`src/rtl/div_request_sequencer.sv`:
```
// div_request_sequencer: front-end for the iterative integer divider.
// Samples operands on a start rising edge, issues a one-cycle div_go, waits
// for div_done (bounded by TIMEOUT cycles), captures the divider result and
// holds it with a res_valid/res_ack handshake.
// Ports:
//   CLK, RST        clock (rising edge), async active-low reset
//   start           rising edge requests a division
//   op_dividend/op_divisor   operands, sampled on an accepted start edge
//   res_ack         consumer took the result (honoured in HOLD only)
//   div_go          one-cycle pulse to the divider
//   div_dividend/div_divisor latched operands presented to the divider
//   div_done/div_err/div_quotient/div_remainder  divider response
//   busy            high in LOAD, GO, WAIT
//   res_valid/res_quotient/res_remainder/res_err/res_timeout  held result
//   state           current state code (debug)
module div_request_sequencer #(
  parameter int unsigned WIDTH   = 4,
  parameter int unsigned TIMEOUT = 31,
  parameter int unsigned TCNT_W  = 5
) (
  input  logic             CLK,
  input  logic             RST,
  input  logic             start,
  input  logic [WIDTH-1:0] op_dividend,
  input  logic [WIDTH-1:0] op_divisor,
  input  logic             res_ack,
  output logic             div_go,
  output logic [WIDTH-1:0] div_dividend,
  output logic [WIDTH-1:0] div_divisor,
  input  logic             div_done,
  input  logic             div_err,
  input  logic [WIDTH-1:0] div_quotient,
  input  logic [WIDTH-1:0] div_remainder,
  output logic             busy,
  output logic             res_valid,
  output logic [WIDTH-1:0] res_quotient,
  output logic [WIDTH-1:0] res_remainder,
  output logic             res_err,
  output logic             res_timeout,
  output logic [2:0]       state
);

  typedef enum logic [2:0] {
    S_IDLE = 3'b000,
    S_LOAD = 3'b001,
    S_GO   = 3'b010,
    S_WAIT = 3'b011,
    S_HOLD = 3'b100
  } state_e;

  state_e              state_q, state_d;
  logic                start_q;
  logic                start_edge_c;
  logic [TCNT_W-1:0]   tcnt_q, tcnt_d;
  logic [WIDTH-1:0]    dividend_d, divisor_d;
  logic [WIDTH-1:0]    quot_d, rem_d;
  logic                err_d, tmo_d, valid_d, go_d, busy_d;

  assign start_edge_c = start & ~start_q;
  assign state        = state_q;

  // Next-state and next-output logic; every register's next value defaults to hold.
  always_comb begin
    state_d    = state_q;
    tcnt_d     = tcnt_q;
    dividend_d = div_dividend;
    divisor_d  = div_divisor;
    quot_d     = res_quotient;
    rem_d      = res_remainder;
    err_d      = res_err;
    tmo_d      = res_timeout;
    valid_d    = res_valid;

    case (state_q)
      S_IDLE: begin
        if (start_edge_c) begin
          dividend_d = op_dividend;
          divisor_d  = op_divisor;
          state_d    = S_LOAD;
        end
      end
      S_LOAD: state_d = S_GO;
      S_GO: begin
        tcnt_d  = '0;
        state_d = S_WAIT;
      end
      S_WAIT: begin
        tcnt_d = tcnt_q + TCNT_W'(1);
        // Done takes priority over a coincident timeout.
        if (div_done) begin
          quot_d  = div_quotient;
          rem_d   = div_remainder;
          err_d   = div_err;
          tmo_d   = 1'b0;
          valid_d = 1'b1;
          state_d = S_HOLD;
        end else if (tcnt_q == TCNT_W'(TIMEOUT)) begin
          quot_d  = '0;
          rem_d   = '0;
          err_d   = 1'b0;
          tmo_d   = 1'b1;
          valid_d = 1'b1;
          state_d = S_HOLD;
        end
      end
      S_HOLD: begin
        // A new request replaces the held result even without an ack.
        if (start_edge_c) begin
          valid_d    = 1'b0;
          dividend_d = op_dividend;
          divisor_d  = op_divisor;
          state_d    = S_LOAD;
        end else if (res_ack) begin
          valid_d = 1'b0;
          state_d = S_IDLE;
        end
      end
      default: state_d = S_IDLE;
    endcase

    go_d   = (state_d == S_GO);
    busy_d = (state_d == S_LOAD) || (state_d == S_GO) || (state_d == S_WAIT);
  end

  // State and output registers.
  always_ff @(posedge CLK or negedge RST) begin
    if (!RST) begin
      state_q       <= S_IDLE;
      start_q       <= 1'b0;
      tcnt_q        <= '0;
      div_dividend  <= '0;
      div_divisor   <= '0;
      res_quotient  <= '0;
      res_remainder <= '0;
      res_err       <= 1'b0;
      res_timeout   <= 1'b0;
      res_valid     <= 1'b0;
      div_go        <= 1'b0;
      busy          <= 1'b0;
    end else begin
      state_q       <= state_d;
      start_q       <= start;
      tcnt_q        <= tcnt_d;
      div_dividend  <= dividend_d;
      div_divisor   <= divisor_d;
      res_quotient  <= quot_d;
      res_remainder <= rem_d;
      res_err       <= err_d;
      res_timeout   <= tmo_d;
      res_valid     <= valid_d;
      div_go        <= go_d;
      busy          <= busy_d;
    end
  end

endmodule

```
`config.mk`:
```
export PLATFORM = sky130hd
export DESIGN_NAME = div_request_sequencer
export DESIGN_NICKNAME = d
export VERILOG_FILES = /design/src/rtl/div_request_sequencer.sv
export SDC_FILE = /design/constraint.sdc
export NUM_CORES = 1
export LEC_CHECK = 0
export ABC_AREA = 1
export CORE_AREA = 2 2 58 60
export DETAILED_ROUTE_END_ITERATION = 16
export DIE_AREA = 0 0 60 62
export PLACE_DENSITY_LB_ADDON = 0.08
export SYNTH_ARGS = -nofsm -noshare
export SYNTH_HDL_FRONTEND = slang
export SYNTH_SLANG_ARGS = --single-unit
```
`constraint.sdc`:
```
create_clock -name CLK -period 2 [get_ports CLK]
set_input_delay 0.3 -clock CLK [delete_from_list [all_inputs] [get_ports CLK]]
set_output_delay 0.3 -clock CLK [all_outputs]
set_load 0.03 [all_outputs]
```
=== Yosys cells after proc, flatten, opt, wreduce, memory -nomap -nowiden ===
Index checks and enable logic that the tools add are counted.
Widths: inputs -> output; s select.

* Input bits: 22
* Logic and storage cells: 53
* Output and inout bits: 24
* Bits in registers: 30

* Equality and inequality tests: 10
* Bitwise logic cells: 2
* Mux-type cells: 18
* Add/sub/neg operators: 1
* Reductions and logical operators: 10

{| class="wikitable"
|+ Operators by type and width
! kind !! count
|-
| $mux 3 || 5
|-
| $pmux 3 s5 || 1
|-
| $eq 3x2->1 const B || 4
|-
| $mux 4 || 3
|-
| $pmux 5 s2 || 1
|-
| $mux 1 || 7
|-
| $eq 3x1->1 const B || 2
|-
| $ne 3x3->1 const B || 2
|-
| $reduce_bool 2->1 || 3
|-
| $add 5x1->5 const B || 1
|-
| $eq 5x5->1 const B || 1
|-
| $reduce_and 2->1 || 2
|-
| $eq 3x3->1 const B || 1
|-
| $logic_not 3->1 || 1
|-
| $reduce_and 3->1 || 1
|-
| $logic_or 1x1->1 || 2
|-
| $pmux 1 s2 || 1
|-
| $reduce_or 2->1 || 1
|-
| $and 1x1->1 || 1
|-
| $not 1->1 || 1
|}

=== Longest topological paths before layout ===
* Depth after elaboration: 7
* Mapped depth: 9
* Depth with buffers taken out: 8

=== Least setup slack after synthesis ===
No wires, ideal clock.

* Path kind: register -> register
* Start: register tcnt_q[0]
* End: register state_q[2] (netlist: state[2])
* Data required time: 1874 ps
* Setup slack: 402 ps
* Path buffers: 1
* Setup time: 126 ps
* Clock period less this slack: 1598 ps
* Arrival: 1472 ps
* Stages on the path, launching flop included: 9
* Path through: dfrtp_1 -> ha_1 -> nand2_1 -> nor2_1 -> ha_1 -> or2_2 -> nand2_4 -> buf_6 -> o21ai_0

* Longest elaborated chain between the ends: 4

{| class="wikitable"
|+ Ends and longest elaborated chain
! item !! RTL line !! text
|-
| from (decl) || 54 || <nowiki>logic [TCNT_W-1:0] tcnt_q, tcnt_d;</nowiki>
|-
| from (signal assigned) || 143 || <nowiki>tcnt_q <= tcnt_d;</nowiki>
|-
| $eq 5x5->1 || 97 || <nowiki>end else if (tcnt_q == TCNT_W'(TIMEOUT)) begin</nowiki>
|-
| $mux 3 || 97 ||
|-
| $mux 3 || 90 || <nowiki>if (div_done) begin</nowiki>
|-
| $pmux 3 s5 || 74 || <nowiki>case (state_q)</nowiki>
|-
| net state_d[2] || 51 || <nowiki>state_e state_q, state_d;</nowiki>
|-
| to (signal assigned) || 141 || <nowiki>state_q <= state_d;</nowiki>
|-
| to (decl) || 51 ||
|}

The timed path passes the listed nets, and every way through them passes these cells.
A chain may end at the register's enable or synchronous reset.

=== Final worst setup path ===
* Start: register state_q[1] (netlist: state[1])
* End: output state[1]

{| class="wikitable"
|+ RTL lines
! item !! RTL line !! text
|-
| to (decl) || 40 || <nowiki>output logic [2:0] state</nowiki>
|}

No word-level cell between the ends.

==> summary.txt <==
Outcome
  – Status: finished, final reports clean

Placement
  – GPL Wtd Cong: 0.697
  – Post-detail-place hpwl: about 2.0 mm
  – Port Buffers: 45
  – Placed cell count: 228

Setup path
  – Buf/Inv on CP: 1
  – CP Data Required Time: around 1.7 ns
  – Reg2reg setup slack: about 0.32 ns
  – Critical-path cell list: clkdlybuf4s50_1
  – Setup CP Type: register to output pin
  – Crit path largest cell delay: 0.70 ns
  – Crit. End Element: output pin
  – Crit path max-delay cell type: clkdlybuf4s50_1
  – Crit start category: register
  – Cell family with most CP delay: buffers and inverters
  – Crit Path Max Fanout: 4
  – Crit path arrival time: 1.47 ns

Pwr
  – Overall Power: 2.78 mW
  – Peak VDD IR: 699 uV
  – Internal power: 1.58 mW
  – Comb power frac: 0.509
  – Sequential power share: 0.359
  – Clk pwr share: 0.133
  – Leak pwr: about 0.95 nW
  – Pwr/cell area: 1500 nW/um^2
  – Sw Ratio: 0.431
  – NetSw: approximately 1.2 mW

Global routing
  – Largest net degree at the start of global routing: 31
  – Grt total ovfl: 0
  – First-pass GRT wire length: about 4.3 mm
  – Vias in the first global route: 1,013
  – Total track usage: 0.161
  – Initial antenna violation count: 0

Floorplanning
  – Core footprint: 3180 um^2
  – Die ar.: 3720 um^2
  – Initial core utilization: 0.414
  – Row cnt: 21
  – Top Ports: 46
  – Die Width: ~60 um
  – DIE HEIGHT: 62 um

Synth
  – Post-synthesis sequential area ratio: 0.570
  – Syn Inst Count: 139
  – Post-synth EDFFs: 0
  – Synth top cells by count: nand2_1 (51), dfrtp_1 (30), inv_1 (15)
  – Cell area after synthesis: between 1000 and 1500 um^2
  – Combinational family with the most area after synthesis: simple AND/OR/NAND/NOR gates
  – Most frequent cell after synthesis: nand2_1
  – Synth warnings: 0
  – Synth Register Bits: 30
  – Share of the synthesized area in the top cell type: 0.570
  – Post-Synth Simple-Gate Area: 0.274
  – Post-synthesis compound-gate area fraction: 0.0627
  – Synth area leaders: dfrtp_1 (57%), nand2_1 (15%), nand3_1 (5.3%), o21ai_2 (5.3%), inv_1 (4.3%)
  – Synth unique cells: 20
  – Syn nets: about 160
  – Post-synth top flop: dfrtp_1
  – Adder-cell share of the synthesized area: 0.0190
  – Yosys top cell by area: dfrtp_1
  – Fraction of synthesis flops using an asynchronous set or reset pin: 1.00
  – Mean Syn Cell Area: approximately 9.5 um^2
  – Post-Synth XOR/XNOR Area: 0
  – Post-synthesis mux area share: 0

STA
  – Actual slew at the worst max-slew pin: 0.418 ns
  – Final Max Slew Viols: 0
  – Rel. slew slack: 0.721
  – Final worst path period share: 0.885
  – Final hold vios: 0
  – Final setup fails: 0
  – Peak Freq: 565 MHz
  – Setup Skew: 0.00990 ns
  – Fin crit period: 1.77 ns
  – RSZ-0062 raised after global routing: false
  – TNS Setup: 0 ns

Clocking
  – CTS tree: built
  – Clock Latency Late Sink: 0.32 ns
  – Clock root cell: clkbuf_4
  – Hold-fix buffer count after cts: 0
  – Num Clock Sinks: 30
  – Clock Path Buffers: 2
  – Post-CTS setup buffer count: 0
  – Cts repair resizes: 0
  – H-tree depth: 2
  – CTS buffer count: 5
  – Clock Pin Slew Worst Setup and Hold Paths: 0.09 ns

Final layout
  – Storage element area: 751 um^2
  – Post-layout util: 0.586
  – Nets: 213
  – FILL cells: 292
  – P&R area growth vs syn: 41.3%
  – Final Non-Filler Cells: approximately 240
  – Ratio of cells with drive above 1 in the final layout: 0.137
  – # diodes: 0
  – Multi-input gate area: 468 um^2

Job
  – Max cap viols: 0

Routing
  – Final ANT Viol Nets: 0
  – # DRC: 0
  – Vias after detailed routing: 1,063
  – Vias/cell: around 4.5
  – Drt first pass iters: 4
  – WL/cell: 11.0 um
  – Final wirelength: 2.60 mm
  – Initial drt markers: 61

Hold path
  – Min-Delay Path Class: input pin to asynchronous set/reset pin
[kinds of logic (layout without fill, tap and decap cells)]
group                    Yosys count  in the layout
AO/OA/AOI/OAI                     10             10
adder cells (fa/ha/maj)            2              2
flip-flops                        30             30
buffers and inverters             20             71
AND/OR/NAND/NOR                   77             77
[layout make-up]
class | instances | share of cell area
clock buffer | 7 | 0.0296
tap | 46 | 0.0309
sequential | 30 | 0.403
multi-input combinational | 89 | 0.251
clock inverter | 1 | 0.00269
timing repair buffer | 47 | 0.250
inverter | 16 | 0.0323
[cell usage in the layout (no fill, tap or decap), drive strengths merged]
cell | synthesis | routed
nor2 | 4 | 4
nand3 | 15 | 15
o21a | 1 | 1
clkbuf | 0 | 7
dfrtp | 30 | 30
clkdlybuf4s50 | 0 | 45
or2 | 2 | 2
buf | 4 | 2
o21ai | 9 | 9
ha | 2 | 2
nand3b | 1 | 1
nand2 | 54 | 54
nand4 | 1 | 1
clkinv | 0 | 1
inv | 16 | 16
[power by group through the flow]
stage	registers [mW]	logic (mW)	clock network, mW
2_1_floorplan	1.42	0.479	0
3_3_place_gp	1.00	1.41	0
3_5_place_dp	1.01	1.43	0
4_1_cts	1.01	1.44	0.385
5_1_grt	1.04	1.55	0.407
6_report	0.999	1.42	0.369
[path summary, 6_finish.rpt]
path	start	depth (start not counted)	endpoint
min reg2reg	res_quotient[2]$_DFFE_PN0P_	2	res_quotient[2]$_DFFE_PN0P_
min in group CLK	res_quotient[2]$_DFFE_PN0P_	2	res_quotient[2]$_DFFE_PN0P_
max reg2reg	tcnt_q[0]$_DFFE_PN0P_	7	state[2]$_DFF_PN0_
max in group asynchronous	RST	2	div_dividend[3]$_DFFE_PN0P_
min	RST	2	tcnt_q[2]$_DFFE_PN0P_
max	state[1]$_DFF_PN0_	1	state[1]
[sequential cells by signal (all words and copies together) (netlist names)]
register	count
tcnt_q	5
div_dividend	4
div_divisor	4
res_quotient	4
res_remainder	4
state	3
busy	1
div_go	1
res_err	1
res_timeout	1
res_valid	1
start_q	1
[through the flow]
step / hold slack (ns) / instance area, um^2 / worst slack, ns
detailed placement: 0.459 / 1800 / 0.309
floorplan: 0.00441 / 1320 / 0.402
global route: 0.373 / 1860 / 0.165
global placement: 0.453 / 1800 / 0.398
finish: 0.349 / 1860 / 0.230
CTS: 0.354 / 1860 / 0.201
[routing by layer]
layer,vias to the layer above,GRT usage,part of all wire
met5,-,0,0
met4,0,0.0952,0.017
met3,7,0.0518,0.063
met2,35,0.272,0.51
met1,489,0.178,0.41
li1,532,-,-
No activity file was read; power rests on OpenSTA's default activity.
